File: config.mk
export PLATFORM = sky130hd
export DESIGN_NAME = vga_timing_gen
export DESIGN_NICKNAME = d
export VERILOG_FILES = /design/src/rtl/vga_timing_pkg.sv /design/src/rtl/vga_delay_line.sv /design/src/rtl/vga_timing_gen.sv
export SDC_FILE = /design/constraint.sdc
export NUM_CORES = 1
export LEC_CHECK = 0
export CORE_UTILIZATION = 34
export DETAILED_ROUTE_END_ITERATION = 10
export DONT_BUFFER_PORTS = 1
export PLACE_DENSITY = 0.55
export SYNTH_ARGS = -nofsm -noshare
export SYNTH_HDL_FRONTEND = slang
export SYNTH_SLANG_ARGS = --single-unit
File: constraint.sdc
create_clock -name clk_25M -period 2.6 [get_ports clk_25M]
set_clock_uncertainty 0.2 [all_clocks]
set_input_delay 0.26 -clock clk_25M [delete_from_list [all_inputs] [get_ports clk_25M]]
set_output_delay 0.26 -clock clk_25M [all_outputs]
set_load 0.005 [all_outputs]
File: src/rtl/vga_timing_pkg.sv
// Shared VGA timing constants: mode presets, sync polarity codes, counter width helper.
package vga_timing_pkg;

    localparam bit SYNC_ACTIVE_LOW  = 1'b0;
    localparam bit SYNC_ACTIVE_HIGH = 1'b1;

    typedef struct packed {
        int unsigned h_active;
        int unsigned h_fp;
        int unsigned h_sync;
        int unsigned h_bp;
        int unsigned v_active;
        int unsigned v_fp;
        int unsigned v_sync;
        int unsigned v_bp;
        bit          sync_pol;
    } vga_mode_t;

    // 640x480 @ 60 Hz, 25 MHz pixel clock
    localparam vga_mode_t MODE_640X480_60 = '{640, 16, 96, 48, 480, 10, 2, 33, SYNC_ACTIVE_LOW};
    // 800x600 @ 72 Hz, 50 MHz pixel clock
    localparam vga_mode_t MODE_800X600_72 = '{800, 56, 120, 64, 600, 37, 6, 23, SYNC_ACTIVE_HIGH};

    // Bits needed for a counter running 0..n-1 (at least 1)
    function automatic int unsigned cnt_w(input int unsigned n);
        return (n < 2) ? 1 : $clog2(n);
    endfunction

endpackage

File: src/rtl/vga_delay_line.sv
// ce-qualified shift register; resets every stage to BLANK, depth 0 is a plain wire.
module vga_delay_line #(
    parameter int unsigned    W     = 1,
    parameter int unsigned    DEPTH = 0,
    parameter logic [W-1:0]   BLANK = '0
) (
    input  logic         clk_25M,
    input  logic         reset,
    input  logic         ce,
    input  logic [W-1:0] din,
    output logic [W-1:0] dout
);

    generate
        if (DEPTH == 0) begin : g_wire
            logic unused_ctrl;
            assign unused_ctrl = ^{clk_25M, reset, ce};
            assign dout        = din;
        end else begin : g_pipe
            logic [W-1:0] stage [DEPTH];

            // Shift payload one stage per enabled pixel; blank on reset
            always_ff @(posedge clk_25M or negedge reset) begin
                if (!reset) begin
                    for (int i = 0; i < int'(DEPTH); i++) stage[i] <= BLANK;
                end else if (ce) begin
                    stage[0] <= din;
                    for (int i = 1; i < int'(DEPTH); i++) stage[i] <= stage[i-1];
                end
            end

            assign dout = stage[DEPTH-1];
        end
    endgenerate

endmodule

File: src/rtl/vga_timing_gen.sv
// VGA raster timing: request-side counters plus a display side lagging by LEAD pixels.
module vga_timing_gen
    import vga_timing_pkg::*;
#(
    parameter int unsigned H_ACTIVE = 640,
    parameter int unsigned H_FP     = 16,
    parameter int unsigned H_SYNC   = 96,
    parameter int unsigned H_BP     = 48,
    parameter int unsigned V_ACTIVE = 480,
    parameter int unsigned V_FP     = 10,
    parameter int unsigned V_SYNC   = 2,
    parameter int unsigned V_BP     = 33,
    parameter bit          SYNC_POL = SYNC_ACTIVE_LOW,
    parameter int unsigned LEAD     = 0,
    parameter int unsigned FRAME_W  = 8,
    localparam int unsigned H_TOTAL = H_ACTIVE + H_FP + H_SYNC + H_BP,
    localparam int unsigned V_TOTAL = V_ACTIVE + V_FP + V_SYNC + V_BP,
    localparam int unsigned HW      = cnt_w(H_TOTAL),
    localparam int unsigned VW      = cnt_w(V_TOTAL)
) (
    input  logic               clk_25M,
    input  logic               reset,
    input  logic               ce,
    output logic [HW-1:0]      req_x,
    output logic [VW-1:0]      req_y,
    output logic               req_valid,
    output logic               hsync,
    output logic               vsync,
    output logic               de,
    output logic [HW-1:0]      disp_x,
    output logic [VW-1:0]      disp_y,
    output logic               line_start,
    output logic               frame_start,
    output logic [FRAME_W-1:0] frame_cnt
);

    // Reject degenerate modes at elaboration
    generate
        if (H_FP < 1 || H_SYNC < 1 || H_BP < 1 || V_FP < 1 || V_SYNC < 1 || V_BP < 1
            || LEAD > 7 || FRAME_W < 1) begin : g_bad_params
            $error("vga_timing_gen: porch/sync must be >= 1, LEAD <= 7, FRAME_W >= 1");
        end
    endgenerate

    localparam logic [HW-1:0] H_LAST    = HW'(H_TOTAL - 1);
    localparam logic [VW-1:0] V_LAST    = VW'(V_TOTAL - 1);
    localparam int unsigned   HS_START  = H_ACTIVE + H_FP;
    localparam int unsigned   HS_END    = HS_START + H_SYNC;
    localparam int unsigned   VS_START  = V_ACTIVE + V_FP;
    localparam int unsigned   VS_END    = VS_START + V_SYNC;
    localparam logic          SYNC_IDLE = !SYNC_POL;
    localparam int unsigned   PW        = HW + VW + 5;
    localparam logic [PW-1:0] BLANK     = {HW'(0), VW'(0), 1'b0, SYNC_IDLE, SYNC_IDLE, 1'b0, 1'b0};

    logic [HW-1:0] h_nxt;
    logic [VW-1:0] v_nxt;
    logic          wrap_h;
    logic          wrap_v;
    logic          hs_lvl;
    logic          vs_lvl;
    logic          ls_r;
    logic          fs_r;
    logic [PW-1:0] req_payload;
    logic [PW-1:0] disp_payload;

    // Next raster position: h wraps at line end and carries into v
    always_comb begin
        wrap_h = (req_x == H_LAST);
        wrap_v = wrap_h && (req_y == V_LAST);
        h_nxt  = wrap_h ? '0 : req_x + HW'(1);
        v_nxt  = req_y;
        if (wrap_h) v_nxt = (req_y == V_LAST) ? '0 : req_y + VW'(1);
    end

    // Request-side position, qualifiers and frame counter, all advanced together
    always_ff @(posedge clk_25M or negedge reset) begin
        if (!reset) begin
            req_x     <= '0;
            req_y     <= '0;
            req_valid <= 1'b1;
            hs_lvl    <= SYNC_IDLE;
            vs_lvl    <= SYNC_IDLE;
            ls_r      <= 1'b1;
            fs_r      <= 1'b1;
            frame_cnt <= '0;
        end else if (ce) begin
            req_x     <= h_nxt;
            req_y     <= v_nxt;
            req_valid <= (32'(h_nxt) < H_ACTIVE) && (32'(v_nxt) < V_ACTIVE);
            hs_lvl    <= ((32'(h_nxt) >= HS_START) && (32'(h_nxt) < HS_END)) ? SYNC_POL : SYNC_IDLE;
            vs_lvl    <= ((32'(v_nxt) >= VS_START) && (32'(v_nxt) < VS_END)) ? SYNC_POL : SYNC_IDLE;
            ls_r      <= (h_nxt == '0);
            fs_r      <= (h_nxt == '0) && (v_nxt == '0);
            if (wrap_v) frame_cnt <= frame_cnt + FRAME_W'(1);
        end
    end

    assign req_payload = {req_x, req_y, req_valid, hs_lvl, vs_lvl, ls_r, fs_r};

    vga_delay_line #(
        .W     (PW),
        .DEPTH (LEAD),
        .BLANK (BLANK)
    ) u_delay (
        .clk_25M (clk_25M),
        .reset   (reset),
        .ce      (ce),
        .din     (req_payload),
        .dout    (disp_payload)
    );

    assign {disp_x, disp_y, de, hsync, vsync, line_start, frame_start} = disp_payload;

endmodule

**Yosys cells after proc, flatten, opt, wreduce, memory -nomap -nowiden**

Cells that the tools add are included.

- Register bits after elaboration: 33
- Input bits: 3
- Output and inout port bits: 54
- Logic and storage cells: 32

- Add/sub/neg operators: 3
- Order comparisons: 6
- Equal/unequal tests: 2
- Mux-type cells: 5
- Reduce and logical (&&, ||, !) cells: 8

Operator list:

| operator | number |
|---|---|
| 10-bit two-way mux | 3 |
| 10-bit by 1-bit adder with 10-bit output, second input constant | 2 |
| 10-bit equality test, second input constant | 2 |
| 10-bit logical NOT | 2 |
| 10-bit < comparator, second input constant | 2 |
| 10-bit by 9-bit < comparator with 1-bit output, second input constant | 2 |
| 10-bit >= comparator, second input constant | 1 |
| 10-bit by 9-bit >= comparator with 1-bit output, second input constant | 1 |
| 8-bit by 1-bit adder with 8-bit output, second input constant | 1 |
| 1-bit logical AND | 5 |
| 1-bit two-way mux | 2 |
| 2-bit AND reduction | 1 |

**Depth between registers and ports, before layout**

Gate-level depths: netlist of run 1.

- Depth after elaboration: 6
- Depth in mapped cells: 9
- Mapped depth without buffers: 8

**By module**

Synthesis of run 1 repeated with hierarchy kept, for this count alone.

- Cells, all modules: 286
- Area total of the unflattened synthesis: 2459.9 sq um

Modules (own cells, without submodules):

| module | times used | cells an instance | area an instance (sq um) | sequential area each (sq um) |
|---|---|---|---|---|
| vga_timing_gen | 1 | 261 | 2272.2 | 832.0 |
| vga_delay_line | 1 | 25 | 187.7 | 0.0 |

**Worst setup path after synthesis of run 1**

No wires, ideal clock.

- Path type: reg-to-reg
- Start: reg req_x[0]
- End: reg vs_lvl
- Arrival: 2.580 ns
- Required time: 2.320 ns
- Setup slack: -0.259 ns
- Cell stages (with the launch flop): 9
- Path buffers: 1
- Period minus slack after synthesis: 2.859 ns
- Path through: dfrtp_1 > ha_1 > clkbuf_1 > nand3_1 > or3_4 > or3_1 > a211o_1 > or3b_1 > o22a_1

- Cells in the longest elaborated chain, start to end: 5
- Elaborated cells on any way between the ends: 6

Ends and longest elaborated chain:

| item | RTL line | RTL |
|---|---|---|
| start: declaration | vga_timing_gen.sv:24 | `output logic [HW-1:0] req_x,` |
| start signal: assignment | vga_timing_gen.sv:87 | `req_x <= h_nxt;` |
| 10-bit equality test (*) | vga_timing_gen.sv:68 | `wrap_h = (req_x == H_LAST);` |
| 10-bit two-way mux (*) | vga_timing_gen.sv:72 | `if (wrap_h) v_nxt = (req_y == V_LAST) ? '0 : req_y + VW'(1);` |
| 10-bit by 9-bit >= comparator with 1-bit output or 10-bit by 9-bit < comparator with 1-bit output (tied branches) | vga_timing_gen.sv:91 | `vs_lvl <= ((32'(v_nxt) >= VS_START) && (32'(v_nxt) < VS_END)) ? SYNC_POL : SYNC_IDLE;` |
| 1-bit logical AND (*) | vga_timing_gen.sv:91 |  |
| 1-bit two-way mux (*) | vga_timing_gen.sv:91 |  |
| end signal: assignment | vga_timing_gen.sv:91 |  |
| end: declaration | vga_timing_gen.sv:60 | `logic vs_lvl;` |

Mark *: on every way between the ends. The rest lies on a longest branch, timed or not.
A chain may end at the register's enable or synchronous reset.

**Worst setup path in the final report of run 1**

- Start: reg req_x[6]
- End: reg vs_lvl

The elaborated chain is that of the path after synthesis.

==> results.json, run 1 <==
{
  "outcome": "complete, no violations",
  "hold_class": "input pin to register",
  "fin_nets": 265,
  "fmax_mhz": 387.9,
  "finalHoldViolCount": 0,
  "insertion_delay_ps": 290,
  "yosysUniqueCellTypes": 45,
  "vias": 1782,
  "viasPerCell": 5.335,
  "grt_first_pass_wirelength_um": 8583,
  "ys_warn_count": 0,
  "synth_top_area_share_pct": 31.95,
  "drc": 0,
  "track_usage_pct": 17.04,
  "grt_pass1_vias": 1742,
  "synth.most_common_cell": "dfrtp_1",
  "die_area_mm2": 0.006777,
  "irDropWorstVdd_mv": 0.2786,
  "dpl_cell_area_mm2": 0.002320,
  "synth_area_leaders": "dfrtp_1 (32%), buf_4 (7.2%), xnor2_1 (7.2%)",
  "netlist_area_mm2": 0.002193,
  "area_delta_synth_final_pct": 13.23,
  "ios": 57,
  "worst_pin_slew_ps": 894.8,
  "synth_edf_count": 0,
  "min_period_over_period_pct": 99.16,
  "cts-root-buf": "clkbuf_8",
  "gr-total-overflow": 0,
  "avgRoutedWirePerCell_um": 15.66,
  "drive_gt1_share_pct": 25.48,
  "place_hpwl_um": 3698,
  "critPathMaxFanout": 6,
  "p_per_area_mw_per_mm2": 597.9,
  "drt_iter0_drc": 73,
  "setup_tns_ps": 0,
  "slew_headroom_pct": 40.35,
  "synth_top_cell_by_area": "dfrtp_1",
  "antenna-diode-count": 0,
  "finalCriticalPeriod_ps": 2578,
  "power_leakage_nw": 1.021,
  "fp.coreArea_mm2": 0.006061,
  "worstSetupEndpointType": "register",
  "rsz0062_at_grt": "yes",
  "cts.sinks": 33,
  "clk_pin_slew_ps": 80,
  "ant_nets": 0,
  "synthFlopType": "dfrtp_1",
  "num_rows": 28,
  "routed_wl_um": 5231,
  "syn_avg_cell_area_um2": 8.773,
  "synth_nets": 257,
  "fp.dieW_um": 82.32,
  "final-max-slew-violation-count": 0,
  "power.total_mw": 1.485,
  "ys_seq_elements": 33,
  "grt_max_degree": 34,
  "worstSetupStartpointType": "register",
  "clockBufferDepth": 2,
  "cts_tree": "built",
  "cap_viol_max_count": 0,
  "cts_made_buffers": 5,
  "worstPathArrival_ps": 2600,
  "synth_commonest_cells": "dfrtp_1 (28), buf_4 (21), nand2_1 (21)",
  "fin_hold_ws_ps": 81.14,
  "initial_core_util_pct": 36.19,
  "gp_congestion": 0.8251,
  "async_flop_share_pct": 100.0,
  "synthCells": 250,
  "yosysSeqAreaShare_pct": 37.93,
  "first_pass_iters": 4,
  "fin_area_mm2": 0.002484,
  "worstPathRequired_ps": 2630,
  "critPathKind": "register to register",
  "grt_antenna_before_repair": 0,
  "h-tree-depth": 2,
  "port_buffers": 0,
  "finalSetupViolCount": 0,
  "die_h_um": 82.32
}
==> placed cells by master, fill, tap and decap left out, types with 4 or more instances in the layout <==
master    instances
xor2_1            5
nor2_1           17
inv_1             9
o21ai_0          18
clkbuf_8          5
a21oi_1           7
a31oi_1           7
dfrtp_1          27
buf_4            35
xnor2_1          18
nor3_1            8
and3_1            4
nand3_1           9
mux2_2            6
nand2_1          21
dfstp_2           5
nand4_1           8
==> where the power goes <==
group	leakage (nW)	switching [mW]	internal [mW]
sequential	0.411	0.0465	0.574
clock	0.0439	0.205	0.185
combinational	0.566	0.270	0.204
==> metrics by stage <==
step	cells	utilization [%]	setup WS [ps]
finish	334	40.98	21.76
floorplan	250	-	14.63
detailed placement	322	38.27	43.32
global route	334	40.98	-19.44
CTS	333	40.36	36.44
global placement	322	38.27	95.27
==> area by class of cell <==
cell class | instances | area (um^2)
Timing Repair Buffer | 38 | 305.3
Multi-Input combinational cell | 171 | 1131
Fill cell | 599 | 3577
Clock inverter | 3 | 17.52
Tap cell | 75 | 93.84
Inverter | 9 | 33.78
Sequential cell | 33 | 833.3
Clock buffer | 5 | 68.82
==> sequential cells by signal, summed over array words and instances (netlist names) <==
signal / cells
req_y: 10
fs_r: 1
vs_lvl: 1
frame_cnt: 8
ls_r: 1
hs_lvl: 1
req_x: 10
req_valid: 1
==> logic make-up after synthesis <==
group	count (synthesis)	synth area share, %
AND/OR/NAND/NOR	89	21.45
AO/OA/AOI/OAI	49	13.81
buffers and inverters	46	12.26
flip-flops	33	37.94
XOR/XNOR	23	9.184
multiplexers	6	3.080
adder cells (fa/ha/maj)	4	2.282
==> path summary, 6_finish.rpt <==
path | to | start | slack, ps | cells past startpoint
worst max-delay path | vs_lvl | req_x[6] | 20 | 6
worst min-delay path | req_y[1] | ce | 80 | 2
worst max register to register | vs_lvl | req_x[6] | 20 | 6
worst min register to register | frame_cnt[7] | frame_cnt[7] | 290 | 1
max in group asynchronous | ls_r | reset | 1740 | 2
min in group asynchronous | req_y[0] | reset | 210 | 2
==> layer usage <==
metal	routed length, um	track usage [%]	part of all wire [%]
met5	0	0	0
met4	57	6.491	1.1
met3	236	4.286	4.5
met2	2409	26.12	46
met1	2528	22.89	48
==> what timing repair did <==
item                                   CTS  global route
resized for setup                        0             7
setup endpoints to repair                0             3
buffers inserted                         0             1
hold buffers                             3             0
endpoints found under the hold margin   52             0
==> critical path, cell delays in order (launching register included) <==
cell and delay [ps]:
dfrtp_1 380, or3b_4 430, or3_4 380, or3_1 330
a211o_1 280, or3b_1 370, o22a_1 160
(Power assumes the default switching activity.)
==> run 2: changes to the inputs <==
- HOLD_SLACK_MARGIN: unset -> 0.12
==> run 2 against run 1 <==
Against the previous run:
- non-clock buffer count unchanged
- clock power about the same
- critical path depth unchanged
- sequential share of layout area unchanged
- sequential power about the same
- fmax increased by 0.11%
- count of clock-buffer cells in the layout unchanged
- largest cell class unchanged
==> results.json, run 2 (same netlist as run 1, synthesis figures left out) <==
{
  "cts.sinks": 33,
  "gr-max-usage-layer": "met2",
  "slowest_stage": "or3b_4",
  "worstPathRequired_ps": 2620,
  "layout_commonest_cell": "buf_4",
  "drive_gt1_share_pct": 25.48,
  "power_leakage_nw": 1.021,
  "cts-root-buf": "clkbuf_8",
  "nFillCells": 599,
  "ff2ff_path_depth": 6,
  "critPathKind": "register to register",
  "grt_first_pass_wirelength_um": 8549,
  "clockBufferDepth": 2,
  "avgRoutedWirePerCell_um": 15.59,
  "finalSetupViolCount": 0,
  "rsz0062_at_grt": "yes",
  "cts_made_buffers": 5,
  "fmax_mhz": 388.3,
  "final-max-slew-violation-count": 0,
  "cts_tree": "built",
  "place_hpwl_um": 3698,
  "num_rows": 28,
  "hold_class": "input pin to register",
  "multi_input_area_mm2": 0.001131,
  "slew_headroom_pct": 38.25,
  "routed_wl_um": 5208,
  "die_h_um": 82.32,
  "p_per_area_mw_per_mm2": 597.1,
  "critPathMaxFanout": 6,
  "worst_pin_slew_ps": 926.3,
  "fin_nets": 265,
  "grt_antenna_before_repair": 0,
  "clk_pin_slew_ps": 70,
  "irDropWorstVdd_mv": 0.2806,
  "port_buffers": 0,
  "first_pass_iters": 4,
  "power.total_mw": 1.483,
  "met2_usage_pct": 25.54,
  "antenna-diode-count": 0,
  "regArea_um2": 833.3,
  "outcome": "complete, no violations",
  "grt_pass1_vias": 1741,
  "area_delta_synth_final_pct": 13.23,
  "insertion_delay_ps": 290,
  "drc": 0,
  "min_period_over_period_pct": 99.06,
  "track_usage_pct": 16.92,
  "hold_depth": 3,
  "die_area_mm2": 0.006777,
  "finalCriticalPeriod_ps": 2575,
  "path_cells": "or3b_4 -> or3_4 -> or3_1 -> a211o_1 -> or3b_1 -> o22a_1",
  "drt_iter0_drc": 73,
  "ant_nets": 0,
  "stdcell_count": 334,
  "ios": 57,
  "gp_congestion": 0.8251,
  "grt_util_met3_pct": 4.286,
  "h-tree-depth": 2,
  "layout_common_cells": "buf_4 (35), dfrtp_1 (27), nand2_1 (21)",
  "met1_usage_pct": 22.75,
  "viasPerCell": 5.329,
  "dp_cells": 322,
  "slowest_delay_ps": 430,
  "grt_max_degree": 34,
  "gr-total-overflow": 0,
  "worstSetupEndpointType": "register",
  "fp.coreArea_mm2": 0.006061,
  "cap_viol_max_count": 0,
  "reg_top3": "req_x x10, req_y x10, frame_cnt x8",
  "worstSetupStartpointType": "register",
  "fp.dieW_um": 82.32,
  "worstPathArrival_ps": 2600,
  "vias": 1780,
  "finalHoldViolCount": 0,
  "initial_core_util_pct": 36.19
}
==> run 2: cell counts in the layout (fill, tap and decap cells not counted) <==
Identical to the previous run, type by type.
==> run 2: area by class of cell <==
type	instances	share of cell area [%]
multi-input cells	171	45.54
flip-flops and latches	33	33.55
repair buffers	38	12.29
well taps	75	3.778
clock buffers	5	2.771
inverters	9	1.360
clock inverters	3	0.7053
==> run 2: final timing paths <==
path                                 to  slack, ps    startpoint
setup / recovery                 vs_lvl         20      req_x[6]
hold / removal                 req_x[8]        120            ce
setup reg to reg                 vs_lvl         20      req_x[6]
hold reg to reg            frame_cnt[7]        290  frame_cnt[7]
max in group asynchronous        vs_lvl       1740         reset
min in group asynchronous      req_y[0]        210         reset
==> run 2: power breakdown <==
group	switching, mW	internal (mW)
sequential	0.0466	0.574
combinational	0.269	0.204
clock	0.204	0.185
total	0.520	0.963
==> run 2: critical path: cells and delay by family, from the launching register on <==
| family | cells | cell delay, ps |
|---|---|---|
| simple gates | 4 | 1510 |
| flops | 1 | 380 |
| compound gates | 2 | 440 |
==> run 2: repair_timing <==
item / in CTS / in global routing
endpoints found under the hold margin: 55 / 0
hold buffers: 3 / 0
setup buffers: 0 / 1
gates resized for setup: 0 / 7
setup endpoints to repair: 0 / 3
==> run 2: per-layer routing <==
metal / vias to the layer above / wire length [um]
met5: - / 0
li1: 873 / -
met1: 857 / 2413
met4: 0 / 53
met3: 4 / 325
met2: 46 / 2415
==> run 2: through the flow <==
step | setup TNS (ps) | setup slack, ps | instance area, um^2 | utilization, % | hold WS (ps)
final | 0 | 24.53 | 2484 | 40.98 | 124.0
after floorplan | 0 | 14.63 | 2210 | - | -235.6
after CTS | 0 | 36.42 | 2446 | 40.36 | 126.2
after global placement | 0 | 95.27 | 2320 | 38.27 | -234.5
after detailed placement | 0 | 43.32 | 2320 | 38.27 | -234.6
after global routing | -19.45 | -19.45 | 2484 | 40.98 | 152.5
==> run 3: changes to the inputs <==
- ABC_CLOCK_PERIOD_IN_PS: unset -> 2600
==> results of run 3 <==
The final DEF is identical to that of run 2; final timing and power are the same.
